`src/rtl/enemy_wave_scheduler.sv`:
```
// Wave sequencer for the fly/spider/mosquito enemy groups: timed spawn pulses,
// wave-clear detection and the IDLE/SPAWN/PLAY/GAP/OVER/CLEAR game flow.
module enemy_wave_scheduler #(
    parameter int ENEMY_COUNT  = 23,
    parameter int GAP_FRAMES   = 120,
    parameter int PULSE_CYCLES = 4
) (
    input  logic                   i_clk25,
    input  logic                   i_reset,
    input  logic                   i_start,
    input  logic                   i_vsync,
    input  logic                   i_player_hit,
    input  logic [ENEMY_COUNT-1:0] i_enemy_alive_flat,
    output logic                   o_reset_fly,
    output logic                   o_reset_spider,
    output logic                   o_reset_mosquito,
    output logic [1:0]             o_wave,
    output logic [2:0]             o_state,
    output logic                   o_game_over,
    output logic                   o_game_clear
);

    localparam int FW = $clog2(GAP_FRAMES + 1);
    localparam int PW = (PULSE_CYCLES > 1) ? $clog2(PULSE_CYCLES) : 1;
    localparam logic [PW-1:0] PULSE_LAST = PW'(PULSE_CYCLES - 1);
    localparam logic [FW-1:0] GAP_LAST   = FW'(GAP_FRAMES - 1);

    typedef enum logic [2:0] {
        S_IDLE  = 3'd0,
        S_SPAWN = 3'd1,
        S_PLAY  = 3'd2,
        S_GAP   = 3'd3,
        S_OVER  = 3'd4,
        S_CLEAR = 3'd5
    } state_t;

    state_t          r_state;
    logic [1:0]      r_wave;
    logic [PW-1:0]   r_pulse_cnt;
    logic [FW-1:0]   r_frame_cnt;
    logic            r_armed;
    logic            r_start_s;
    logic            r_start_d;
    logic            r_vsync_d;
    logic [2:0]      r_pulse;
    logic            r_game_over;
    logic            r_game_clear;

    logic            w_start_edge;
    logic            w_frame_tick;
    logic [2:0]      w_grp_dead;
    logic            w_cur_dead;

    assign w_start_edge = r_start_s & ~r_start_d;
    assign w_frame_tick = ~i_vsync & r_vsync_d;

    for (genvar gi = 0; gi < 3; gi++) begin : g_grp
        localparam int LO = (gi == 0) ? 0  : (gi == 1) ? 17 : 21;
        localparam int HI = (gi == 0) ? 16 : (gi == 1) ? 20 : 22;
        assign w_grp_dead[gi] = ~|i_enemy_alive_flat[HI:LO];
    end

    always_comb begin
        w_cur_dead = 1'b0;
        case (r_wave)
            2'd0:    w_cur_dead = w_grp_dead[0];
            2'd1:    w_cur_dead = w_grp_dead[1];
            default: w_cur_dead = w_grp_dead[2];
        endcase
    end

    function automatic logic [2:0] pulse_sel(input logic [1:0] wave);
        return 3'b001 << wave;
    endfunction

    // Start samplers come out of reset as "pressed" so a button held through
    // reset release must be let go before it can start a game.
    always_ff @(posedge i_clk25 or posedge i_reset) begin
        if (i_reset) begin
            r_state      <= S_IDLE;
            r_wave       <= 2'd0;
            r_pulse_cnt  <= '0;
            r_frame_cnt  <= '0;
            r_armed      <= 1'b0;
            r_start_s    <= 1'b1;
            r_start_d    <= 1'b1;
            r_vsync_d    <= 1'b1;
            r_pulse      <= 3'b000;
            r_game_over  <= 1'b0;
            r_game_clear <= 1'b0;
        end else begin
            r_start_s <= i_start;
            r_start_d <= r_start_s;
            r_vsync_d <= i_vsync;
            case (r_state)
                S_IDLE, S_OVER, S_CLEAR: begin
                    if (w_start_edge) begin
                        r_state      <= S_SPAWN;
                        r_wave       <= 2'd0;
                        r_pulse_cnt  <= '0;
                        r_frame_cnt  <= '0;
                        r_armed      <= 1'b0;
                        r_pulse      <= pulse_sel(2'd0);
                        r_game_over  <= 1'b0;
                        r_game_clear <= 1'b0;
                    end
                end
                S_SPAWN: begin
                    if (r_pulse_cnt == PULSE_LAST) begin
                        r_state     <= S_PLAY;
                        r_pulse     <= 3'b000;
                        r_armed     <= 1'b0;
                        r_pulse_cnt <= '0;
                    end else begin
                        r_pulse_cnt <= r_pulse_cnt + PW'(1);
                    end
                end
                S_PLAY: begin
                    // Arming waits one frame so the controllers can raise alive bits.
                    if (w_frame_tick) r_armed <= 1'b1;
                    if (i_player_hit) begin
                        r_state     <= S_OVER;
                        r_game_over <= 1'b1;
                    end else if (r_armed && w_cur_dead) begin
                        if (r_wave == 2'd2) begin
                            r_state      <= S_CLEAR;
                            r_game_clear <= 1'b1;
                        end else begin
                            r_state     <= S_GAP;
                            r_frame_cnt <= '0;
                        end
                    end
                end
                S_GAP: begin
                    if (i_player_hit) begin
                        r_state     <= S_OVER;
                        r_game_over <= 1'b1;
                    end else if (w_frame_tick) begin
                        if (r_frame_cnt == GAP_LAST) begin
                            r_state     <= S_SPAWN;
                            r_wave      <= r_wave + 2'd1;
                            r_frame_cnt <= '0;
                            r_pulse_cnt <= '0;
                            r_pulse     <= pulse_sel(r_wave + 2'd1);
                        end else begin
                            r_frame_cnt <= r_frame_cnt + FW'(1);
                        end
                    end
                end
                default: r_state <= S_IDLE;
            endcase
        end
    end

    assign o_reset_fly      = r_pulse[0];
    assign o_reset_spider   = r_pulse[1];
    assign o_reset_mosquito = r_pulse[2];
    assign o_wave           = r_wave;
    assign o_state          = r_state;
    assign o_game_over      = r_game_over;
    assign o_game_clear     = r_game_clear;

endmodule
```
`config.mk`:
```
export PLATFORM = sky130hd
export DESIGN_NAME = enemy_wave_scheduler
export DESIGN_NICKNAME = d
export VERILOG_FILES = /design/src/rtl/enemy_wave_scheduler.sv
export SDC_FILE = /design/constraint.sdc
export NUM_CORES = 1
export LEC_CHECK = 0
export ABC_AREA = 1
export ABC_CLOCK_PERIOD_IN_PS = 2520
export BUFFER_PORTS_ARGS = -buffer_cell sky130_fd_sc_hd__buf_2
export CORE_ASPECT_RATIO = 0.75
export CORE_MARGIN = 2
export CORE_UTILIZATION = 35
export DETAILED_ROUTE_END_ITERATION = 16
export GPL_TIMING_DRIVEN = 0
export MAX_ROUTING_LAYER = met4
export PLACE_DENSITY = 0.68
export SLEW_MARGIN = 20
export SYNTH_ARGS = -nofsm -noshare
export SYNTH_HDL_FRONTEND = slang
export SYNTH_SLANG_ARGS = --single-unit
```
`constraint.sdc`:
```
create_clock -name i_clk25 -period 2.52 [get_ports i_clk25]
set_input_delay 0.252 -clock i_clk25 [delete_from_list [all_inputs] [get_ports i_clk25]]
set_output_delay 0.252 -clock i_clk25 [all_outputs]
set_load 0.02 [all_outputs]
```
=== Yosys cells after proc, flatten, opt, wreduce, memory -nomap -nowiden ===
Cells that the tools add are included.

* Register bits after elaboration: 23
* Input port bits: 28
* Output and inout port bits: 10

* $add $sub $neg: 3
* Eq/ne operators: 23
* Shifts and indexed selects: 1
* Multiplexer cells: 43
* Bitwise operators: 4
* Reductions and logical operators: 25

{| class="wikitable"
|+ Operator list
! cell !! number
|-
| 7-bit 2-to-1 mux || 7
|-
| 3-bit 2-to-1 mux || 12
|-
| 7-bit case mux with 3 select lines || 1
|-
| 2-bit inequality test (second input constant) || 10
|-
| 5-bit AND reduction || 4
|-
| 17-bit OR reduction || 1
|-
| 2-bit 2-to-1 mux || 8
|-
| 3-bit case mux with 4 select lines || 1
|-
| 3-bit inequality test (second input constant) || 3
|-
| 3-bit case mux with 3 select lines || 1
|-
| 3-bit nonzero test || 3
|-
| 7-bit by 1-bit adder with 7-bit output (second input constant) || 1
|-
| 7-bit == test (second input constant) || 1
|-
| 1-bit 2-to-1 mux || 7
|-
| 7-bit AND reduction || 1
|-
| 3-bit by 2-bit == test with 1-bit output (second input constant) || 2
|-
| 3-bit == test (second input constant) || 2
|-
| 1-bit case mux with 2 select lines || 3
|-
| 2-bit case mux with 3 select lines || 1
|-
| 6-bit AND reduction || 1
|-
| 2-bit nonzero test || 3
|-
| 2-bit by 1-bit adder with 2-bit output (second input constant) || 2
|-
| 2-bit == test (second input constant) || 2
|-
| 2-bit case mux with 2 select lines || 1
|-
| other kinds (16) || 21
|}

=== Depth between registers and ports, before layout ===
* Depth after elaboration: 7
* Gate-level depth with buffers: 14
* Mapped depth without buffers: 14

=== Worst setup path after synthesis ===
No wires, ideal clock.

* Kind: register to register
* From: reg r_wave[0], in the netlist o_wave[0]
* To: reg r_frame_cnt[2]
* Library setup time: 0.118 ns
* Arrival: 1.593 ns
* Setup slack: 0.809 ns
* Cell stages (with the launch flop): 14
* Clock period less this slack: 1.711 ns
* Cell sequence: dfrtp_1 > inv_1 > ha_1 > nor2_1 > nand2_1 > nand2_1 > inv_1 > nand2_1 > nand2_1 > nand2_1 > nand3_2 > buf_6 > nand2_1 > o21ai_2

* Longest elaborated chain between the ends: 5

{| class="wikitable"
|+ Ends and longest elaborated chain
! what !! line !! RTL
|-
| start, declared || 38 || <nowiki>logic [1:0] r_wave;</nowiki>
|-
| start signal, assigned || 141 || <nowiki>r_wave <= r_wave + 2'd1;</nowiki>
|-
| 2-bit by 1-bit == test with 1-bit output / 2-bit logical NOT (equally long branches) || 65 || <nowiki>case (r_wave)</nowiki>
|-
| 1-bit case mux with 2 select lines || 65 ||
|-
| 1-bit logical AND || 124 || <nowiki>end else if (r_armed && w_cur_dead) begin</nowiki>
|-
| 2-bit inequality test (no line) || -- ||
|-
| 7-bit AND reduction (no line) (*) || -- ||
|-
| end signal, assigned || 146 || <nowiki>r_frame_cnt <= r_frame_cnt + FW'(1);</nowiki>
|-
| end, declared || 40 || <nowiki>logic [FW-1:0] r_frame_cnt;</nowiki>
|}

Mark *: on every way between the ends. The rest lies on a longest branch, timed or not.
A chain may end at the register's enable or synchronous reset.

=== Final worst setup path ===
* From: reg r_wave[0], in the netlist o_wave[0]
* To: reg r_frame_cnt[1]

The elaborated chain is that of the path after synthesis.

==> flow_summary.toml <==
[synth]
synth_cell_types = 26
synth_top_area_share_pct = 36.2
syn-num-nets = 217
synth-async-reset-ratio_pct = 100
synthMostInstantiatedCell = "nand2_1"
synth_edf_count = 0
ys_warn_count = 0
syn_avg_cell_area_sq_um = 7.59
syn_inst = 182
synth-seq-area-share_pct = 41.9
ys_top_cells_by_count = "53 x nand2_1, 23 x nor2_1, 20 x dfrtp_1, 20 x inv_1"
synth_flop_cell = "dfrtp_1"
synth-seq-cells = 23
syn-cell-area_sq_um = 1380
ys_top_cells_by_area = "dfrtp_1 36%, nand2_1 14%, ha_1 6.3%, nor2_1 6.3%, dfstp_2 5.7%"
yosys.area.top_type = "dfrtp_1"

[sta]
setup_tns_ns = 0
layout_setup_ws_ns = 0.760
finClkSkew_ns = 0.00508
finalHoldViolations = 0
setup_viol = 0
maxSlewViolCount = 0
period_needed_ns = 1.76
min_period_over_period_pct = 69.8
fmax_mhz = 568
worst_slew_pin_slew_ns = 0.872
slew_headroom_pct = 41.8
rsz0062_at_grt = "false"

[final_layout]
stdcell_area_sq_um = 1680
drive_gt1_share_pct = 28.3
area_delta_synth_final_pct = 21.4
final_nets = 259
nFillCells = 402
diodes = 0

[job]
maxCapViolCount = 0

[setup_path]
crit_fanout = 10
critPathLaunch = "o_wave[0]"
worstPathRequired_ns = 2.68
crit_arrival_ns = 1.92
cp-end-kind = "register"
crit_type = "reg -> reg"
cp-start-kind = "register"
timing.rr.start = "o_wave[0]"

[clock_tree]
postCtsResizedCells = 0
clk_pin_slew_ns = 0.08
htree_levels = 1
cts_tree = "built"
cts_hold_buf = 0
postCtsSetupBuffers = 0
insertion_delay_ns = 0.26
ctsLongestPathBuffers = 2
cts-root-buf = "clkbuf_8"
numCtsBuffers = 3
cts_sinks = 23

[floorplanning]
core_region_area_sq_um = 3730
dieArea_sq_um = 4470
chipWidth_microns = 76.5
die_h_microns = 58.4
boundaryPins = 38
start_util_pct = 37.0
rows = 19

[grt]
antenna_found_initial = 0
grtUsageTotal_pct = 14.0
overflow = 0
grt_pass1_vias = 1179
met3_usage_pct = 3.37
grt_first_pass_wirelength_microns = 5010
grt-busiest-layer = "met2"
use_met1_pct = 18.3
grt_max_degree = 24
met2_usage_pct = 23.0

[placement]
place_area_sq_um = 1630
dp_slack_ns = 0.763
gp_congestion = 0.773
numPortBuffers = 37
post-dp-hpwl_microns = 2190

[detailed_routing]
dr.pass1.iters = 4
vias_per_cell = 4.49
drt-initial-drc-count = 49
wl_microns = 2740
via_count = 1235
drcViolationCount = 0
wl_per_cell_microns = 9.98
drtAntennaViolNets = 0

[run_status]
outcome = "complete, no violations"

[hold_path]
hold_class = "in -> reg"
holdCritStartpoint = "i_start"

[power_and_ir_drop]
ir_drop_mv = 0.642
p_leak_nw = 0.867
powerDensity_nw_per_um2 = 887
[cell families after synthesis]
logic type / after synthesis / synth area share (%)
simple gates: 103 / 32.9
fa+ha+maj: 7 / 6.34
buf+inv: 23 / 6.79
xor+xnor: 1 / 0.634
compound gates: 25 / 11.4
flops: 23 / 41.9
[power breakdown]
group	switching [mW]	internal [mW]	leakage, nW
Combinational	0.486	0.248	0.548
Clock	0.116	0.113	0.0228
Sequential	0.0702	0.455	0.296
[final timing paths]
kind                            slack, ns        endpoint  depth (start not counted)
max in group asynchronous            1.83    o_game_clear                          2
worst min-delay path                 0.08       r_start_s                          1
worst max-delay path                 0.76  r_frame_cnt[1]                         12
worst min register to register       0.37       r_start_d                          0
worst max register to register       0.76  r_frame_cnt[1]                         12
min in group asynchronous            0.16  r_frame_cnt[6]                          2
[metal layers]
metal / up-vias / wire length, microns / share of wire, %
met5: - / 0 / 0
met4: 0 / 0 / 0
met2: 13 / 1250 / 46
met1: 562 / 1410 / 51
met3: 0 / 86 / 3.1
li1: 660 / - / -
[final cells by class]
type	instances	area [sq um]	area share, %
multi-input cells	136	708	42.2
flip-flops and latches	23	579	34.6
repair buffers	37	185	11.0
inverters	22	82.6	4.93
well taps	52	65.1	3.88
clock buffers	4	45.0	2.69
plain buffers	1	11.3	0.672
[worst max-delay path: stages, from the launching register on]
cell     delay [ns]
dfrtp_1        0.43
inv_1          0.14
ha_1           0.19
nand2_1        0.05
nor2_1         0.11
nand3_1        0.08
nand2_1        0.07
nand2_1        0.05
nand2_1        0.09
nand3_2        0.14
buf_6          0.19
nand2_1        0.07
o21ai_2        0.05
[registers in the layout, indices dropped and copies added (netlist names)]
signal,flops
o_state,3
r_armed,1
o_game_over,1
o_wave,2
r_pulse_cnt,2
r_frame_cnt,7
r_start_d,1
o_game_clear,1
r_start_s,1
r_pulse,3
r_vsync_d,1
[metrics by stage]
stage          power, mW  hold WS (ns)  cells  utilization, %
2_1_floorplan       1.08         0.252    182               -
3_3_place_gp        1.26         0.355    271            43.7
3_5_place_dp        1.27         0.358    271            43.7
4_1_cts             1.50        0.0741    275            44.9
5_1_grt             1.63        0.0684    275            44.9
6_report            1.49        0.0823    275            44.9
[cell usage in the layout, fill, tap and decap left out, drive strengths merged]
cell / instances
nand2: 56
nand3b: 1
inv: 22
nand3: 11
buf: 38
nor2: 26
and2: 1
or2: 3
nor3: 2
ha: 7
nand4: 3
xor2: 1
dfrtp: 20
clkbuf: 4
dfstp: 3
a21oi: 4
o21ai: 19
o22ai: 2
Note: power is estimated with default switching activity, not from simulation.
